**src/rtl/audio_sched_pkg.sv**
```systemverilog
// Shared types and helpers for the voice scheduler and its saturator.
package audio_sched_pkg;

    typedef enum logic [1:0] {
        ST_IDLE = 2'd0,
        ST_SCAN = 2'd1,
        ST_REQ  = 2'd2,
        ST_SAT  = 2'd3
    } sched_state_e;

    // Accumulator wide enough that summing nv full-scale samples never wraps.
    function automatic int unsigned acc_width(input int unsigned nv, input int unsigned dw);
        return dw + $clog2(nv);
    endfunction

endpackage

```
**src/rtl/sample_saturator.sv**
```systemverilog
// Combinational signed clamp from accumulator width down to sample width.
module sample_saturator #(
    parameter int unsigned DATA_WIDTH = 16,
    parameter int unsigned ACC_WIDTH  = 19
) (
    input  logic signed [ACC_WIDTH-1:0]  acc,
    output logic signed [DATA_WIDTH-1:0] sample_c,
    output logic                         clip_c
);

    localparam logic signed [ACC_WIDTH-1:0] SAT_MAX =
        {{(ACC_WIDTH-DATA_WIDTH+1){1'b0}}, {(DATA_WIDTH-1){1'b1}}};
    localparam logic signed [ACC_WIDTH-1:0] SAT_MIN =
        {{(ACC_WIDTH-DATA_WIDTH+1){1'b1}}, {(DATA_WIDTH-1){1'b0}}};

    always_comb begin
        sample_c = acc[DATA_WIDTH-1:0];
        clip_c   = 1'b0;
        if (acc > SAT_MAX) begin
            sample_c = SAT_MAX[DATA_WIDTH-1:0];
            clip_c   = 1'b1;
        end else if (acc < SAT_MIN) begin
            sample_c = SAT_MIN[DATA_WIDTH-1:0];
            clip_c   = 1'b1;
        end
    end

endmodule

```
**src/rtl/audio_voice_scheduler.sv**
```systemverilog
// Polls enabled voices once per sample tick over a shared req/ack bus,
// sums their samples and hands one saturated word per frame to the DAC path.
module audio_voice_scheduler
    import audio_sched_pkg::*;
#(
    parameter int unsigned NUM_VOICES  = 8,
    parameter int unsigned DATA_WIDTH  = 16,
    parameter int unsigned ACC_WIDTH   = acc_width(NUM_VOICES, DATA_WIDTH),
    parameter int unsigned ACK_TIMEOUT = 32,
    parameter int unsigned FRAME_CLKS  = 384
) (
    input  logic                  iCLK_18_4,
    input  logic                  iRST_N,
    input  logic                  iSample_Tick,
    input  logic [NUM_VOICES-1:0] iVoice_En,
    output logic [NUM_VOICES-1:0] oVoice_Req,
    input  logic                  iVoice_Ack,
    input  logic [DATA_WIDTH-1:0] iVoice_Data,
    input  logic                  iClr_Flags,
    output logic [DATA_WIDTH-1:0] oSample,
    output logic                  oSample_Valid,
    output logic                  oBusy,
    output logic                  oOverrun,
    output logic [NUM_VOICES-1:0] oTimeout,
    output logic                  oClip
);

    localparam int unsigned IDX_W = $clog2(NUM_VOICES);
    localparam int unsigned TMR_W = $clog2(ACK_TIMEOUT + 1);

    sched_state_e                 state_q, state_d;
    logic [IDX_W-1:0]             idx_q, idx_d;
    logic [TMR_W-1:0]             timer_q, timer_d;
    logic signed [ACC_WIDTH-1:0]  acc_q, acc_d;
    logic [NUM_VOICES-1:0]        en_q, en_d;
    logic [NUM_VOICES-1:0]        req_q, req_d;
    logic [DATA_WIDTH-1:0]        sample_q, sample_d;
    logic                         valid_q, valid_d;
    logic                         busy_q, busy_d;
    logic                         overrun_q, overrun_d;
    logic [NUM_VOICES-1:0]        timeout_q, timeout_d;
    logic                         clip_q, clip_d;

    logic signed [DATA_WIDTH-1:0] sat_sample_c;
    logic                         sat_clip_c;
    logic                         last_idx_c;

    sample_saturator #(
        .DATA_WIDTH (DATA_WIDTH),
        .ACC_WIDTH  (ACC_WIDTH)
    ) u_sat (
        .acc      (acc_q),
        .sample_c (sat_sample_c),
        .clip_c   (sat_clip_c)
    );

    assign last_idx_c = (idx_q == IDX_W'(NUM_VOICES - 1));

    always_ff @(posedge iCLK_18_4) begin
        assert (NUM_VOICES * (ACK_TIMEOUT + 2) + 3 <= FRAME_CLKS)
            else $error("voice scan cannot fit in one frame");
    end

    always_ff @(posedge iCLK_18_4) begin
        if (!iRST_N) begin
            state_q   <= ST_IDLE;
            idx_q     <= '0;
            timer_q   <= '0;
            acc_q     <= '0;
            en_q      <= '0;
            req_q     <= '0;
            sample_q  <= '0;
            valid_q   <= 1'b0;
            busy_q    <= 1'b0;
            overrun_q <= 1'b0;
            timeout_q <= '0;
            clip_q    <= 1'b0;
        end else begin
            state_q   <= state_d;
            idx_q     <= idx_d;
            timer_q   <= timer_d;
            acc_q     <= acc_d;
            en_q      <= en_d;
            req_q     <= req_d;
            sample_q  <= sample_d;
            valid_q   <= valid_d;
            busy_q    <= busy_d;
            overrun_q <= overrun_d;
            timeout_q <= timeout_d;
            clip_q    <= clip_d;
        end
    end

    // REQ has two phases: request held (req_q != 0) and one drop cycle before moving on.
    always_comb begin
        state_d   = state_q;
        idx_d     = idx_q;
        timer_d   = timer_q;
        acc_d     = acc_q;
        en_d      = en_q;
        req_d     = req_q;
        sample_d  = sample_q;
        valid_d   = 1'b0;
        overrun_d = iClr_Flags ? 1'b0 : overrun_q;
        timeout_d = iClr_Flags ? '0   : timeout_q;
        clip_d    = iClr_Flags ? 1'b0 : clip_q;

        if (iSample_Tick && (state_q != ST_IDLE)) begin
            overrun_d = 1'b1;
        end

        case (state_q)
            ST_IDLE: begin
                if (iSample_Tick) begin
                    en_d    = iVoice_En;
                    acc_d   = '0;
                    idx_d   = '0;
                    state_d = ST_SCAN;
                end
            end
            ST_SCAN: begin
                if (en_q[idx_q]) begin
                    timer_d = '0;
                    req_d   = NUM_VOICES'(1) << idx_q;
                    state_d = ST_REQ;
                end else if (last_idx_c) begin
                    state_d = ST_SAT;
                end else begin
                    idx_d = idx_q + IDX_W'(1);
                end
            end
            ST_REQ: begin
                if (req_q != '0) begin
                    if (iVoice_Ack) begin
                        acc_d = acc_q + {{(ACC_WIDTH-DATA_WIDTH){iVoice_Data[DATA_WIDTH-1]}},
                                         iVoice_Data};
                        req_d = '0;
                    end else if (timer_q == TMR_W'(ACK_TIMEOUT - 1)) begin
                        timeout_d[idx_q] = 1'b1;
                        req_d            = '0;
                    end else begin
                        timer_d = timer_q + TMR_W'(1);
                    end
                end else if (last_idx_c) begin
                    state_d = ST_SAT;
                end else begin
                    idx_d   = idx_q + IDX_W'(1);
                    state_d = ST_SCAN;
                end
            end
            ST_SAT: begin
                sample_d = sat_sample_c;
                valid_d  = 1'b1;
                if (sat_clip_c) begin
                    clip_d = 1'b1;
                end
                state_d = ST_IDLE;
            end
            default: state_d = ST_IDLE;
        endcase

        busy_d = (state_d != ST_IDLE);
    end

    assign oVoice_Req    = req_q;
    assign oSample       = sample_q;
    assign oSample_Valid = valid_q;
    assign oBusy         = busy_q;
    assign oOverrun      = overrun_q;
    assign oTimeout      = timeout_q;
    assign oClip         = clip_q;

endmodule
```
**config.mk**
```make
export PLATFORM = sky130hd
export DESIGN_NAME = audio_voice_scheduler
export DESIGN_NICKNAME = d
export VERILOG_FILES = /design/src/rtl/audio_sched_pkg.sv /design/src/rtl/sample_saturator.sv /design/src/rtl/audio_voice_scheduler.sv
export SDC_FILE = /design/constraint.sdc
export NUM_CORES = 1
export LEC_CHECK = 0
export BUFFER_PORTS_ARGS = -buffer_cell sky130_fd_sc_hd__clkbuf_2
export CAP_MARGIN = 0
export CORE_MARGIN = 2
export CORE_UTILIZATION = 39
export CTS_BUF_LIST = sky130_fd_sc_hd__clkbuf_8
export CTS_CLUSTER_DIAMETER = 150
export DETAILED_ROUTE_END_ITERATION = 8
export SYNTH_ARGS = -nofsm -noshare
export SYNTH_HDL_FRONTEND = slang
export SYNTH_SLANG_ARGS = --single-unit
```
**constraint.sdc**
```tcl
create_clock -name iCLK_18_4 -period 6.5 [get_ports iCLK_18_4]
set_clock_uncertainty 0.05 [all_clocks]
set_input_delay 1.95 -clock iCLK_18_4 [delete_from_list [all_inputs] [get_ports iCLK_18_4]]
set_output_delay 1.95 -clock iCLK_18_4 [all_outputs]
set_load 0.02 [all_outputs]
```
Word level (Yosys, flattened, before mapping)
Index checks and enable logic that the tools add are counted.
{"block": "word_totals", "mem_count": 0, "regBits": 74, "wordCells": 94, "in_bits": 29, "rom_bits": 0, "ramBits": 0, "latchBits": 0, "out_inout_bits": 36}
{"block": "classes", "eq_ne": 14, "n_div": 0, "n_addsub": 3, "bitwise": 1, "shift": 1, "magnitude_cmp": 4, "multipliers": 0, "n_reduce_logical": 15, "n_mux": 44}
{"cell": "two-way mux 8 bit", "count": 9}
{"cell": "two-way mux 19 bit", "count": 3}
{"cell": "case mux 19 bit (2 select lines)", "count": 1}
{"cell": "two-way mux 16 bit", "count": 2}
{"cell": "two-way mux 6 bit", "count": 4}
{"cell": "adder 19 bit", "count": 1}
{"cell": "> comparator 19 x 16 -> 1 bit (second input constant)", "count": 1}
{"cell": "less-than comparator 19 x 16 -> 1 bit (second input constant)", "count": 1}
{"cell": "!= test 2 bit (second input constant)", "count": 8}
{"cell": "case mux 8 bit (2 select lines)", "count": 1}
{"cell": "two-way mux 3 bit", "count": 4}
{"cell": "case mux 6 bit (2 select lines)", "count": 1}
{"cell": "AND reduction 4 bit", "count": 3}
{"cell": "two-way mux 1 bit", "count": 10}
{"cell": "two-way mux 2 bit", "count": 5}
{"cell": "nonzero test 2 bit", "count": 5}
{"cell": "case mux 3 bit (3 select lines)", "count": 1}
{"cell": "OR 8 bit", "count": 1}
{"cell": "case mux 2 bit (4 select lines)", "count": 1}
{"cell": "nonzero test 8 bit", "count": 1}
{"cell": "left shift 1 x 3 -> 8 bit (first input constant)", "count": 1}
{"cell": "adder 6 x 1 -> 6 bit (second input constant)", "count": 1}
{"cell": "equality test 6 x 5 -> 1 bit (second input constant)", "count": 1}
{"cell": "AND reduction 5 bit", "count": 1}
{"cell": "13 further kinds", "count": 15}

Depth between registers and ports, before layout
Gate-level depths: netlist of run 1.
{"block": "logic_depth", "word_depth": 9, "mapped_depth": 9, "mapped_depth_nobuf": 9}

Modules after synthesis
From an unflattened synthesis of run 1, not the netlist that was laid out.
{"block": "unflattened", "cells_unflattened": 530, "area_unflattened_um2": 4419.2}
{"mod": "audio_voice_scheduler", "n_inst": 1, "area_each_um2": 4036.4, "seq_area_each_um2": 1481.4, "cells_each": 471}
{"mod": "sample_saturator", "n_inst": 1, "area_each_um2": 382.9, "seq_area_each_um2": 0.0, "cells_each": 59}

Worst setup path after synthesis of run 1
Ideal clock, no wire load.
{"block": "synth_timing", "kind": "in2reg", "from": "in iVoice_Data[0]", "to": "reg acc_q[16]", "stages": 9, "arrival_time_ps": 3828, "setup_ps": 127, "setup_slack_ps": 2494, "t_required_ps": 6323, "n_path_buf": 0, "path_cell_list": "ha_1 > fa_1 > a211oi_1 > o21ai_0 > a21oi_1 > o21ai_0 > a21oi_1 > xor2_1 > o21ai_1"}
{"block": "synth_via", "elab_chain_len": 4}
{"element": "start: declaration", "line": "audio_voice_scheduler.sv:18", "rtl": "input logic [DATA_WIDTH-1:0] iVoice_Data,"}
{"element": "adder 19 bit", "line": "audio_voice_scheduler.sv:135", "rtl": "acc_d = acc_q + {{(ACC_WIDTH-DATA_WIDTH){iVoice_Data[DATA_WIDTH-1]}},"}
{"element": "two-way mux 19 bit", "line": "audio_voice_scheduler.sv:134", "rtl": "if (iVoice_Ack) begin"}
{"element": "two-way mux 19 bit", "line": "audio_voice_scheduler.sv:133", "rtl": "if (req_q != '0) begin"}
{"element": "case mux 19 bit (2 select lines)", "line": "audio_voice_scheduler.sv:112", "rtl": "case (state_q)"}
{"element": "end signal: assignment", "line": "audio_voice_scheduler.sv:69", "rtl": "acc_q <= '0;"}
{"element": "end signal: assignment", "line": "audio_voice_scheduler.sv:82", "rtl": "acc_q <= acc_d;"}
{"element": "end: declaration", "line": "audio_voice_scheduler.sv:34", "rtl": "logic signed [ACC_WIDTH-1:0] acc_q, acc_d;"}
Every way passes these cells. The select of a mux whose other input is x is not followed.
A chain may end at the register's enable or synchronous reset.

Worst setup path after layout of run 1
Ends and elaborated chain as after synthesis.

==> summary.md, run 1 <==
| Metric | Value |
|---|---|
| Crit Reg-Reg Startpoint | state_q[0] |
| Critical Path Source Type | primary input |
| Sw Pwr | between 0.2 and 0.3 mW |
| Worst r2r path cells | 8 |
| Die Y | 106.5 um |
| EDFF count, synth | 0 |
| Unrepaired setup endpoints after global routing | no |
| CORE AREA | 10,280 um2 |
| Slew @ Worst Pin | 1170 ps |
| Max rail drop VDD | between 0.08 and 0.09 mV |
| WP buf/inv | 1 |
| Drt drc | 0 |
| Max cap viols | 0 |
| Initial antenna violation count | 0 |
| Stages on the worst setup path | 10 |
| Main synth FF type | dfxtp_1 |
| Die Wd | 106.5 um |
| Int Pwr | 0.6572 mW |
| Top cells by count, synth | dfxtp_1 (74), nand2_1 (55), ha_1 (29) |
| Worst min path class | flop to flop |
| Pwr/cell area | approximately 200 nW/um2 |
| CP max-delay cell | fa_1 |
| Most instantiated library cell after synthesis | dfxtp_1 |
| Minimum clock period | 4002 ps |
| # IOs | 65 |
| Crit-path cells | clkbuf_2 > ha_1 > fa_1 > a211oi_1 > o21ai_0 > a21oi_1 > o21ai_0 > a21oi_1 > xor2_1 > o21ai_1 |
| Initial Utilization | approximately 40% |
| Yosys top cell area share | a little over a third |
| Setup TNS | 0 ps |
| Vias per cell | ~5.2 |
| Seq cells post-synth | 74 |
| Netlist cell types | 53 |
| H-tree levels | 3 |
| Yosys warns | 0 |
| RR Endpoint | acc_q[9] |
| Crit path max fanout | 3 |
| Fillcell total | around 1,100 |
| Via count | 3,522 |
| Clock network fraction of design power | 36.4% |
| Vias in the first global route | 3,313 |
| Detailed Route Iter0 Violations | 117 |
| Type of the worst setup path | primary input to flop |
| Combinational power share | between 10% and 20% |
| Slew HR | a little over a fifth |
| Sw Ratio | between 20% and 30% |
| Post-Route WL | 9.526 mm |
| Row count | 37 |
| Final Util | 45.67% |
| Hpwl dp | 6.940 mm |
| CTS tree | yes |
| Leakage | 1.857 nW |
| Peak Freq | about 0.25 GHz |
| Status | finished clean |
| GRT Overall Usage | 17.37% |
| N_diodes | 0 |
| Deepest clock path buffer count | 2 |
| Worst-Skew Late Latency | between 300 and 400 ps |
| Critical path arrival | roughly 4200 ps |
| Fin. Hold Viols | 0 |
| Die area | 11,340 um2 |
| Routed wire per std cell | 14.20 um |
| CP required | 6690 ps |
| Post-route ant nets | 0 |
| Tcrit/Tclk final | 61.56% |
| Port Buffers | 64 |
| Largest net degree at the start of global routing | 36 |
| Register area share after synthesis | a little over a third |
| Crit. Startpoint | iVoice_Data[0] |
| GRT overflow | 0 |
| Post_cts resized | 0 |
| Synth top area cells | dfxtp_1 (36%), ha_1 (8.9%), a21boi_0 (5.1%) |
| CTS Hold Bufs | 0 |
| Seq pwr share | about half |
| GPL Wtd Cong | 0.8625 |
| R2R Setup Slk | 3810 ps |
| Mapped Cells | 474 |
| Slew Viols, Final | 0 |
| CTS sink count | between 70 and 80 |
| Critical path capture point type | flop |
| Asr flop ratio synth | 0% |
| Post CTS Setup Buffer Count | 0 |
| Post-synthesis cell area | 4096 um2 |
| CTS Buf Count | 9 |
| Final Net Count | 589 |
| Final setup violation count | 0 |
| Synth Area per Inst | 8.642 um2 |
| First-pass GRT wire length | 15.54 mm |
| Syn Nets | 533 |
| Share of layout cells above drive strength 1 | between 15 and 20% |
| First-pass DRT Iterations | 4 |
| CP peak stage delay | 430 ps |
| CTS clock-pin slew for the worst setup and hold paths | 90 ps |
| Critical path's top delay family | compound AO/OA/AOI/OAI gates |
| Layout Area Growth over Synthesis | 14.57% |
| Worst setup path endpoint | acc_q[16] |
| Root Buffer | clkbuf_8 |
| Synth area leader | dfxtp_1 |
kinds of logic after synthesis:
| family | Yosys count | share of synthesized area (%) |
|---|---|---|
| buffers and inverters | 36 | 3.573 |
| muxes | 11 | 3.299 |
| and+or+nand+nor | 162 | 20.34 |
| adders and majority gates | 30 | 9.346 |
| DFF | 74 | 36.16 |
| xor gates and xnor gates | 14 | 2.993 |
| AOI/OAI and AO/OA | 147 | 24.28 |
metal layers:
metal | routed length (um) | share of wire (%) | track usage, % | up-vias
li1 | - | - | - | 1802
met1 | 4598 | 48 | 22.82 | 1630
met2 | 4404 | 46 | 27.88 | 78
met3 | 376 | 3.9 | 4.292 | 12
met4 | 147 | 1.5 | 5.844 | 0
met5 | 0 | 0 | 0 | -
placed cells by master (no fill, tap or decap), types with 11 or more instances in the layout:
cell,count
dfxtp_1,74
clkbuf_2,64
nand2_1,55
ha_1,29
o21ai_0,28
a21boi_0,28
nand3_1,23
a21oi_1,21
nand2b_1,21
inv_1,15
o211ai_1,15
nor2b_1,14
and2_1,13
nor2_1,11
power by group through the flow:
stage | registers (mW) | clock network [mW] | logic, mW
after global routing | 0.472 | 0.368 | 0.140
final | 0.470 | 0.341 | 0.126
after detailed placement | 0.481 | 0 | 0.127
after global placement | 0.480 | 0 | 0.126
after floorplan | 0.483 | 0 | 0.0917
after CTS | 0.470 | 0.353 | 0.127
through the flow:
stage / hold slack, ps / cell area (um2) / total power, mW / setup WS (ps) / std cells
after detailed placement: 393.2 / 4512 / 0.6074 / 2116 / 655
after floorplan: 390.2 / 4096 / 0.5745 / 2494 / 474
after global placement: 386.7 / 4512 / 0.6058 / 2132 / 655
after global routing: 426.2 / 4693 / 0.9796 / 2285 / 671
after CTS: 414.9 / 4693 / 0.9501 / 2491 / 671
final: 409.3 / 4693 / 0.9372 / 2498 / 671
layout make-up:
type | count | area (um2) | area share, %
Multi-Input combinational cell | 364 | 2469 | 52.60
Sequential cell | 74 | 1481 | 31.56
Tap cell | 136 | 170.2 | 3.626
Inverter | 15 | 56.30 | 1.200
Timing Repair Buffer | 66 | 335.3 | 7.145
Clock inverter | 7 | 57.56 | 1.226
Clock buffer | 9 | 123.9 | 2.639
sequential cells by signal, indices dropped and copies added, names as in the netlist, 2 cells and up:
name and cells:
oSample 16, oVoice_Req 8, idx_q 3, acc_q 19
en_q 8, oTimeout 8, timer_q 6, state_q 2
worst reg2reg max path, stage by stage, from the launching register on:
cell,delay [ps]
dfxtp_1,360
inv_1,100
ha_1,540
inv_1,310
a21oi_1,210
a21o_1,340
and2_1,500
nand2_1,110
o21ai_1,100
worst min-delay path by stage:
| stage | slack, ps | depth (start not counted) | from | to |
|---|---|---|---|---|
| floorplan | 390 | 2 | en_q[4] | en_q[4] |
| global placement | 390 | 2 | oTimeout[3] | oTimeout[3] |
| detailed placement | 390 | 2 | oTimeout[0] | oTimeout[0] |
| CTS | 410 | 2 | oTimeout[0] | oTimeout[0] |
| global route | 430 | 2 | oTimeout[3] | oTimeout[3] |
| finish | 410 | 2 | oTimeout[0] | oTimeout[0] |
No activity file was read; power rests on OpenSTA's default activity.
==> run 2, diff against run 1 <==
ABC_AREA = 1   (was default)
clock period = 4.2 ns   (was 6.5 ns; I/O delays follow)
==> summary.md, run 2 <==
| Metric | Value |
|---|---|
| Hpwl dp | 8.193 mm |
| Register area share after synthesis | ~34% |
| Top reg by flops | acc_q |
| Seq. cell area | 1481 um2 |
| Setup WS post-layout | between 1000 and 1500 ps |
| Minimum clock period | approximately 2900 ps |
| R2R Setup Slk | ~1500 ps |
| CP required | 4430 ps |
| H-tree levels | 3 |
| Hold Path Stages | 2 |
| Root Buffer | clkbuf_8 |
| Die Wd | 109.2 um |
| Worst slack at placement | 964.4 ps |
| CTS clock-pin slew for the worst setup and hold paths | ~70 ps |
| WP buf/inv | 3 |
| Crit Reg-Reg Startpoint | state_q[0] |
| Final setup violation count | 0 |
| Share of layout cells above drive strength 1 | 16.24% |
| Detailed Route Iter0 Violations | 237 |
| Peak Freq | 0.3503 GHz |
| Post CTS Setup Buffer Count | 0 |
| Top cells by count, synth | nand2_1 (164), a21oi_1 (75), dfxtp_1 (74) |
| Status | finished clean |
| Vias in the first global route | 3,827 |
| Placed cell count | between 800 and 900 |
| Syn Nets | 694 |
| Port Buffers | 64 |
| Fin. Hold Viols | 0 |
| Main synth FF type | dfxtp_1 |
| CTS sink count | 74 |
| Most frequent cells in the layout | nand2_1 (164), a21oi_1 (75), dfxtp_1 (74), inv_1 (72), clkbuf_2 (64) |
| Tcrit/Tclk final | about two thirds |
| Slew HR | 27.88% |
| Most instantiated library cell after synthesis | nand2_1 |
| Critical path arrival | roughly 3100 ps |
| CP peak stage delay | just over 600 ps |
| Hold slack | 408.0 ps |
| Worst min path class | flop to flop |
| CTS Hold Bufs | 0 |
| Asr flop ratio synth | 0% |
| Crit-path cells | clkbuf_2 > nand2_1 > inv_1 > a21oi_1 > inv_1 > nand3_1 > nor3_1 > a21oi_1 > nor2_1 |
| CORE AREA | 10,790 um2 |
| Max rail drop VDD | ~0.18 mV |
| Crit path max fanout | 22 |
| Mapped Cells | 635 |
| First-pass DRT Iterations | 5 |
| Type of the worst setup path | primary input to flop |
| Initial antenna violation count | 0 |
| Most common cell after layout, fill and taps aside | nand2_1 |
| Sw Pwr | 0.4673 mW |
| Leakage | 2.282 nW |
| Max cap viols | 0 |
| Yosys warns | 0 |
| CTS tree | yes |
| Post-synthesis cell area | 4314 um2 |
| Via count | 4,187 |
| Clock network fraction of design power | 30.9% |
| Deepest clock path buffer count | 2 |
| Layout Area Growth over Synthesis | 13.34% |
| Post_cts resized | 0 |
| Die Y | approximately 110 um |
| Synth top area cells | dfxtp_1 (34%), nand2_1 (14%), a21oi_1 (8.7%) |
| Worst-Skew Late Latency | 340 ps |
| Row count | 38 |
| Vias per cell | roughly 5 |
| Post-route ant nets | 0 |
| First-pass GRT wire length | 17.85 mm |
| Drt drc | 0 |
| Pwr/cell area | 309.1 nW/um2 |
| Slew Viols, Final | 0 |
| Slew @ Worst Pin | roughly 1100 ps |
| Fillcell total | about 1,200 |
| Initial Utilization | 39.97% |
| Number of flip-flops in the largest register | 19 |
| Critical path capture point type | flop |
| Critical path's top delay family | simple AND/OR/NAND/NOR gates |
| GPL Wtd Cong | 0.8568 |
| Synth area leader | dfxtp_1 |
| Setup TNS | 0 ps |
| Netlist cell types | 37 |
| GRT Overall Usage | 18.95% |
| Seq pwr share | between 40% and 50% |
| CTS Buf Count | 9 |
| Hold Path Origin | en_q[3] |
| Final Net Count | around 750 |
| Critical Path Source Type | primary input |
| GRT overflow | 0 |
| Yosys top cell area share | 34.34% |
| # IOs | 65 |
| Seq cells post-synth | 74 |
| CP max-delay cell | nand3_1 |
| RR Endpoint | acc_q[3] |
| Synth Area per Inst | roughly 6.8 um2 |
| Combinational power share | 19.8% |
| N_diodes | 0 |
| Area occupied by multi-input gates | 2456 um2 |
| Final instance count without filler cells | approximately 840 |
| Post-Route WL | 10.71 mm |
| Routed wire per std cell | 12.81 um |
| Die area | ~12,000 um2 |
| Worst r2r path cells | 9 |
| Largest net degree at the start of global routing | 41 |
| Int Pwr | 1.044 mW |
| Hold endpoint | en_q[3] |
| Unrepaired setup endpoints after global routing | no |
| Sw Ratio | 30.92% |
| EDFF count, synth | 0 |
==> run 2: changes by cell type in the layout (fill, tap and decap cells not counted), moves of 13 or more <==
cell and delta:
inv_1 +57, and2_1 -13, nor2b_1 -14, nand3_1 +21, nand2_1 +109, o211ai_1 -14, nor2_1 +38, nand2b_1 -21
a21boi_0 -28, a21oi_1 +54
==> run 2: cells by family (layout without fill, tap and decap cells) <==
logic type / Yosys count / count (layout) / synth area share (%)
AOI/OAI and AO/OA: 130 / 130 / 16.04
buffers and inverters: 94 / 155 / 8.729
DFF: 74 / 74 / 34.34
adders and majority gates: 30 / 30 / 8.875
xor gates and xnor gates: 8 / 8 / 1.624
and+or+nand+nor: 299 / 299 / 30.39
==> run 2: routing by layer <==
| layer | track usage, % | wire, um |
|---|---|---|
| met4 | 5.063 | 106 |
| met3 | 3.586 | 416 |
| met5 | 0 | 0 |
| met2 | 30.83 | 4944 |
| met1 | 25.74 | 5242 |
==> run 2: power by group through the flow <==
stage / registers [mW] / logic [mW] / clock network [mW]
after floorplan: 0.770 / 0.218 / 0
after global placement: 0.761 / 0.295 / 0
after detailed placement: 0.761 / 0.299 / 0
after CTS: 0.745 / 0.301 / 0.483
after global routing: 0.748 / 0.340 / 0.515
final: 0.745 / 0.299 / 0.467
==> run 2: worst min-delay path, cell delays in order (launching register included) <==
cell and delay [ps]:
dfxtp_1 300, inv_1 60, a21oi_1 60
==> run 2: per-stage QoR <==
step	util (%)	instance area (um2)	power, mW
floorplan	-	4314	0.9878
CTS	45.30	4890	1.529
detailed placement	43.83	4731	1.060
global placement	43.83	4731	1.055
global route	45.30	4890	1.602
finish	45.30	4890	1.511
==> run 2: worst max path at each step <==
stage                   start         to  slack (ps)  depth (start not counted)
6_report         iSample_Tick   acc_q[3]        1340                          9
5_1_grt          iSample_Tick   acc_q[4]        1040                          9
4_1_cts          iSample_Tick   acc_q[3]        1330                          9
3_5_place_dp     iSample_Tick   acc_q[3]         960                          9
3_3_place_gp     iSample_Tick   acc_q[4]        1080                          9
2_1_floorplan  iVoice_Data[0]  acc_q[16]        1510                         10
==> run 2: cell type report <==
type                            count  area share, %
Tap cell                          140          3.582
Inverter                           76          5.937
Clock inverter                      4         0.4350
Clock buffer                       10          2.815
Timing Repair Buffer               65          6.704
Multi-Input combinational cell    467          50.23
Sequential cell                    74          30.30
